==> config.mk <==
export PLATFORM = sky130hd
export DESIGN_NAME = hazard_ctrl
export DESIGN_NICKNAME = d
export VERILOG_FILES = /design/src/rtl/hazard_ctrl.sv
export SDC_FILE = /design/constraint.sdc
export NUM_CORES = 1
export LEC_CHECK = 0
export BUFFER_PORTS_ARGS = -buffer_cell sky130_fd_sc_hd__buf_2
export CAP_MARGIN = 20
export CORE_MARGIN = 2
export CORE_UTILIZATION = 50
export CTS_BUF_LIST = sky130_fd_sc_hd__clkbuf_8
export CTS_CLUSTER_SIZE = 16
export DETAILED_ROUTE_END_ITERATION = 7
export MAX_ROUTING_LAYER = met4
export PLACE_DENSITY = 0.77
export SYNTH_ARGS = -nofsm -noshare
export SYNTH_HDL_FRONTEND = slang
export SYNTH_SLANG_ARGS = --single-unit
==> constraint.sdc <==
create_clock -name clk -period 2.3 [get_ports clk]
set_input_delay 0.115 -clock clk [delete_from_list [all_inputs] [get_ports clk]]
set_output_delay 0.115 -clock clk [all_outputs]
set_load 0.005 [all_outputs]
==> src/rtl/hazard_ctrl.sv <==
// Stall/flush generator for the 5-stage pipeline: load-use, memory wait, branch.
// Memory-wait watchdog with sticky error and saturating stall/flush counters.
module hazard_ctrl #(
    parameter int TIMEOUT_CYC = 64,
    parameter int CNT_W       = 16
) (
    input  logic             clk,
    input  logic             rst,
    input  logic [4:0]       id_rs1_in,
    input  logic [4:0]       id_rs2_in,
    input  logic             id_use_rs1_in,
    input  logic             id_use_rs2_in,
    input  logic [4:0]       ex_rd_in,
    input  logic             ex_reg_wr_in,
    input  logic             ex_mem_rd_in,
    input  logic             ex_br_taken_in,
    input  logic             mem_req_in,
    input  logic             mem_ack_in,
    output logic             pc_stall_out,
    output logic             ifid_stall_out,
    output logic             ifid_flush_out,
    output logic             idex_stall_out,
    output logic             idex_flush_out,
    output logic             exmem_stall_out,
    output logic             memwb_flush_out,
    output logic [1:0]       state_out,
    output logic [CNT_W-1:0] stall_cnt_out,
    output logic [CNT_W-1:0] flush_cnt_out,
    output logic             timeout_err_out
);

    localparam int WAIT_W = $clog2(TIMEOUT_CYC) + 1;

    typedef enum logic [1:0] {
        RUN      = 2'b00,
        MEM_WAIT = 2'b01,
        ERR      = 2'b10
    } state_e;

    state_e            state_q;
    logic [WAIT_W-1:0] wait_q;
    logic [CNT_W-1:0]  stall_cnt_q, stall_cnt_d;
    logic [CNT_W-1:0]  flush_cnt_q, flush_cnt_d;
    logic              err_q;

    logic lu, mw, rs1_hit, rs2_hit;

    assign rs1_hit = id_use_rs1_in && (id_rs1_in == ex_rd_in);
    assign rs2_hit = id_use_rs2_in && (id_rs2_in == ex_rd_in);
    assign lu = ex_mem_rd_in && ex_reg_wr_in && (ex_rd_in != 5'd0)
                && (rs1_hit || rs2_hit);
    assign mw = mem_req_in && !mem_ack_in;

    always_comb begin
        pc_stall_out    = 1'b0;
        ifid_stall_out  = 1'b0;
        ifid_flush_out  = 1'b0;
        idex_stall_out  = 1'b0;
        idex_flush_out  = 1'b0;
        exmem_stall_out = 1'b0;
        memwb_flush_out = 1'b0;
        if (!rst) begin
            if (state_q == ERR || mw) begin
                pc_stall_out    = 1'b1;
                ifid_stall_out  = 1'b1;
                idex_stall_out  = 1'b1;
                exmem_stall_out = 1'b1;
                memwb_flush_out = 1'b1;
            end else if (ex_br_taken_in) begin
                ifid_flush_out = 1'b1;
                idex_flush_out = 1'b1;
            end else if (lu) begin
                pc_stall_out   = 1'b1;
                ifid_stall_out = 1'b1;
                idex_flush_out = 1'b1;
            end
        end
    end

    always_comb begin
        stall_cnt_d = stall_cnt_q;
        flush_cnt_d = flush_cnt_q;
        if (pc_stall_out && stall_cnt_q != {CNT_W{1'b1}})
            stall_cnt_d = stall_cnt_q + 1'b1;
        if (idex_flush_out && flush_cnt_q != {CNT_W{1'b1}})
            flush_cnt_d = flush_cnt_q + 1'b1;
    end

    always_ff @(posedge clk) begin
        if (rst) begin
            state_q     <= RUN;
            wait_q      <= '0;
            stall_cnt_q <= '0;
            flush_cnt_q <= '0;
            err_q       <= 1'b0;
        end else begin
            stall_cnt_q <= stall_cnt_d;
            flush_cnt_q <= flush_cnt_d;
            unique case (state_q)
                RUN: begin
                    if (mw) begin
                        state_q <= MEM_WAIT;
                        wait_q  <= WAIT_W'(1);
                    end
                end
                MEM_WAIT: begin
                    if (!mw) begin
                        state_q <= RUN;
                        wait_q  <= '0;
                    end else if (wait_q == WAIT_W'(TIMEOUT_CYC - 1)) begin
                        state_q <= ERR;
                        err_q   <= 1'b1;
                    end else begin
                        wait_q <= wait_q + 1'b1;
                    end
                end
                ERR: state_q <= ERR;
                default: state_q <= RUN;
            endcase
        end
    end

    assign state_out       = state_q;
    assign stall_cnt_out   = stall_cnt_q;
    assign flush_cnt_out   = flush_cnt_q;
    assign timeout_err_out = err_q;

endmodule

# Word-level counts from Yosys, hierarchy flattened
# Index checks and enable logic that the tools add are counted.
[op_classes]
eq_ne = 10
reduce_logical = 17
add_sub_neg = 3
n_mux = 20
[op_table]
columns = ["operator", "count"]
rows = [
  ["adder 16 x 1 -> 16 bit (second input constant)", 2],
  ["inequality test 16 bit (second input constant)", 2],
  ["2-to-1 mux 7 bit", 3],
  ["one-hot mux 7 bit (2 select lines)", 1],
  ["2-to-1 mux 1 bit", 12],
  ["equality test 5 bit", 2],
  ["logical AND 1 bit", 8],
  ["adder 7 x 1 -> 7 bit (second input constant)", 1],
  ["equality test 7 x 6 -> 1 bit (second input constant)", 1],
  ["2-to-1 mux 2 bit", 3],
  ["inequality test 3 bit (second input constant)", 2],
  ["one-hot mux 2 bit (3 select lines)", 1],
  ["AND reduction 3 bit", 2],
  ["nonzero test 5 bit", 1],
  ["equality test 2 x 1 -> 1 bit (second input constant)", 1],
  ["equality test 2 bit (second input constant)", 1],
  ["zero test 2 bit", 1],
  ["logical OR 1 bit", 2],
  ["inequality test 2 bit (second input constant)", 1],
  ["AND reduction 2 bit", 1],
  ["nonzero test 2 bit", 1],
  ["zero test 1 bit", 1],
]
[totals]
reg_bits = 42
wordCells = 55
out_inout_bits = 42

# Depth between registers and ports, before layout
[logic_depth]
word_depth = 9
mapped_depth = 9

# Least setup slack after synthesis
# No wires, ideal clock.
[synth_path]
path_kind = "reg-to-reg"
from = "reg stall_cnt_q[2], in the netlist stall_cnt_out[2]"
to = "reg stall_cnt_q[13], in the netlist stall_cnt_out[13]"
t_required_ns = 2.231
slack_ns = 0.441
n_path_buf = 1
path_stages_with_launch = 8
t_arrival_ns = 1.790
cell_sequence = "dfxtp_1 > and4_1 > and2_1 > buf_4 > nand2_1 > or3_1 > or4_1 > a21oi_2"
[synth_between]
elab_chain_cells = 2
word_cells_on_any_way = 3
classes_between = "add/sub (1); eq/ne (1); reduce/logical (1)"
[synth_rtl]
columns = ["element", "line", "rtl"]
rows = [
  ["from (decl)", "42", "logic [CNT_W-1:0] stall_cnt_q, stall_cnt_d;"],
  ["from (signal assigned)", "97", "stall_cnt_q <= stall_cnt_d;"],
  ["parallel branches: the longest is 2 deep, another holds adder 16 x 1 -> 16 bit", "n/a", ""],
]
# Parallel ways; which one is timed is not known.
# A chain may end at the register's enable or synchronous reset.

# Final worst setup path
# Same ends and word-level chain as after synthesis.

==> summary.txt <==
Run status
  • Status: completed

Drt
  • WL final: 5.78 mm
  • Vias per Instance: 5.94
  • Via Count: 2387
  • Residual DRC: 0
  • Routed Antenna Nets: 0
  • Wirelength per Cell: 14.4 um
  • Drt first pass iters: 4
  • First-iteration detailed-routing DRC count: 143

Floorplan
  • Die X: 73.6 um
  • Rows: 25
  • Die Y: 73.6 um
  • Area of the core: 0.00469 sq mm
  • Initial Utilization: 51.6%
  • Ports: 66
  • Die ar.: 0.00541 sq mm

Power
  • Max VDD drop: 0.343 mV
  • Sw Pwr: 0.340 mW
  • Design internal power: 1.03 mW
  • Leak: 1.12 nW
  • Reg power frac: 53.8%
  • Power per Cell Area: 478 mW/mm^2
  • Sw frac: 24.7%
  • Clock power share: 35.1%
  • Comb power frac: 11.0%

STA
  • Setup-failing EPs final: 0
  • Worst Skew: 0.00818 ns
  • Slew @ Worst Pin: 0.631 ns
  • Slew margin rel.: 57.7%
  • Min Tclk post-route: 1.99 ns
  • Hold Fails Final Rpt: 0
  • Slew Limit Fails: 0
  • Unrepaired setup endpoints after global routing: false
  • Max Freq: 501 MHz
  • Crit share post-route: 86.7%
  • Total negative slack: 0 ns

Cells and area
  • Final layout net count: 374
  • Fillers: 441
  • Layout cells sized above 1: 29.9%
  • Register area: 841 sq um
  • Design area: 0.00288 sq mm
  • Commonest non-fill, non-tap cell in the layout: buf_2
  • Util after Layout: 61.3%
  • Syn-to-layout area delta: 18.9%
  • Most frequent cells in the layout: buf_2, dfxtp_1, a21oi_1
  • Ant diodes: 0
  • Multi-input logic area: 0.00143 sq mm

Global route
  • Largest net degree at the start of global routing: 29
  • Global-route wire length before repair: 9.20 mm
  • Global route total overflow: 0
  • Gr usage total: 21.7%
  • Vias in the first global route: 2062
  • Antenna violations before repair: 0

Worst setup path
  • CP startpoint: stall_cnt_out[2]
  • R2r endpoint: stall_cnt_out[13]
  • Worst EP arrival: 2.22 ns
  • Path depth of the worst reg2reg path: 6
  • Kind of critical path: flop to flop
  • Crit start category: flop
  • Critical R2R Launch: stall_cnt_out[2]
  • Setup slack, reg-to-reg: 0.31 ns
  • Worst-path fanout max: 7
  • Crit end category: flop
  • WP data required: 2.53 ns

Hold path
  • HP Class: input port to flop
  • Hold Path Depth: 2
  • HP Start: rst
  • WHS Endpoint: stall_cnt_out[10]

Placed design
  • Final HPWL DP: 4.21 mm
  • Placer Congestion: 0.826
  • DP Area: 0.00279 sq mm
  • PortBufs: 65

Clock network
  • Num Clock Sinks: 42
  • Root Buffer: clkbuf_8
  • CTS tree: yes
  • Clock Tree Buf Depth: 2
  • H-tree depth: 2
  • Post-CTS setup buffer count: 0
  • Reg clk slew, reported paths: 0.08 ns
  • Skew-Pair Late Insertion Delay: 0.29 ns
  • Hold Buf Count CTS: 0
  • Inserted Clock Buffers: 5
  • Post-CTS Resized: 0

Synthesis
  • Mapped Nets: 310
  • Number of synthesized flops with an enable pin: 0
  • Yosys cell types: 48
  • Synth warn: 0
  • Cells after synthesis: 283
  • Mean Syn Cell Area: 8.56 sq um
  • Synthesized flop and latch total: 42
  • Synth Cell Area: 0.00242 sq mm
  • Synth Flop Type: dfxtp_1
  • Seq/Total Area, Yosys: 34.7%
  • Async S/R FF share, synth: 0%

Flow run
  • Max cap viols: 0
-- per-stage QoR --
step	cells	setup slack [ns]	hold slack, ns	power, mW
6_report	402	0.305	0.207	1.37
3_3_place_gp	394	0.365	0.460	0.904
5_1_grt	402	0.176	0.222	1.44
3_5_place_dp	394	0.274	0.457	0.908
2_1_floorplan	283	0.441	0.370	0.852
4_1_cts	402	0.302	0.209	1.39
-- worst max-delay path, cell delays in order, from the launching register on --
cell,delay (ns)
dfxtp_1,0.41
and4_1,0.25
and2_1,0.25
nand2_1,0.10
or3_1,0.35
or4_1,0.43
a21oi_2,0.14
-- power groups by stage --
stage | sequential [mW] | clock [mW] | combinational [mW]
3_5_place_dp | 0.757 | 0 | 0.151
4_1_cts | 0.740 | 0.501 | 0.152
6_report | 0.740 | 0.483 | 0.152
2_1_floorplan | 0.756 | 0 | 0.0963
3_3_place_gp | 0.756 | 0 | 0.147
5_1_grt | 0.741 | 0.531 | 0.166
-- cell families (layout without fill, tap and decap cells) --
group	count (synthesis)	in the layout	share of synthesized area, %
AOI/OAI and AO/OA	75	75	24.0
muxes	2	2	0.879
DFF	42	42	34.7
xor gates and xnor gates	15	15	5.43
adders and majority gates	3	3	1.55
and+or+nand+nor	118	118	27.1
buffers and inverters	28	93	6.31
-- per-layer routing --
layer / GRT usage (%) / part of all wire [%] / up-vias / routed length [um]
li1: - / - / 1206 / -
met2: 34.9 / 47 / 73 / 2740
met5: - / 0 / - / 0
met3: 3.70 / 5.6 / 4 / 324
met1: 28.3 / 46 / 1104 / 2680
met4: 5.25 / 0.66 / 0 / 38
-- Yosys cell counts, types with 6 or more instances --
cell type,instances,area [sq um]
nand2_1,20,75.1
a21oi_1,21,105
a21oi_2,6,52.6
dfxtp_1,42,841
nor2_1,15,56.3
o31ai_1,12,90.1
inv_1,8,30.0
o41ai_1,6,52.6
o311ai_0,6,52.6
or4_1,16,120
nand4_1,12,75.1
clkbuf_1,9,33.8
nand3_1,15,75.1
xnor2_1,11,96.3
nor3_1,10,50.1
-- how the worst max path moves through the flow --
stage                   endpoint  slack [ns]  cells after the start
5_1_grt        flush_cnt_out[14]        0.18                      5
6_report       stall_cnt_out[13]        0.31                      6
2_1_floorplan  stall_cnt_out[13]        0.44                      7
4_1_cts        stall_cnt_out[13]        0.30                      6
3_5_place_dp   stall_cnt_out[13]        0.27                      8
3_3_place_gp   stall_cnt_out[13]        0.37                      8
-- state kept, by name, indices dropped and copies added, names as in the netlist --
signal and count:
stall_cnt_out 16, wait_q 7, state_out 2, timeout_err_out 1
flush_cnt_out 16
-- final cells by class --
type                            count  area share [%]
Clock buffer                        6            2.87
Clock inverter                      2           0.304
Inverter                            8            1.04
Multi-Input combinational cell    213            49.8
Sequential cell                    42            29.2
Tap cell                           54            2.35
Timing Repair Buffer               77            14.4
No activity file was read; power rests on OpenSTA's default activity.
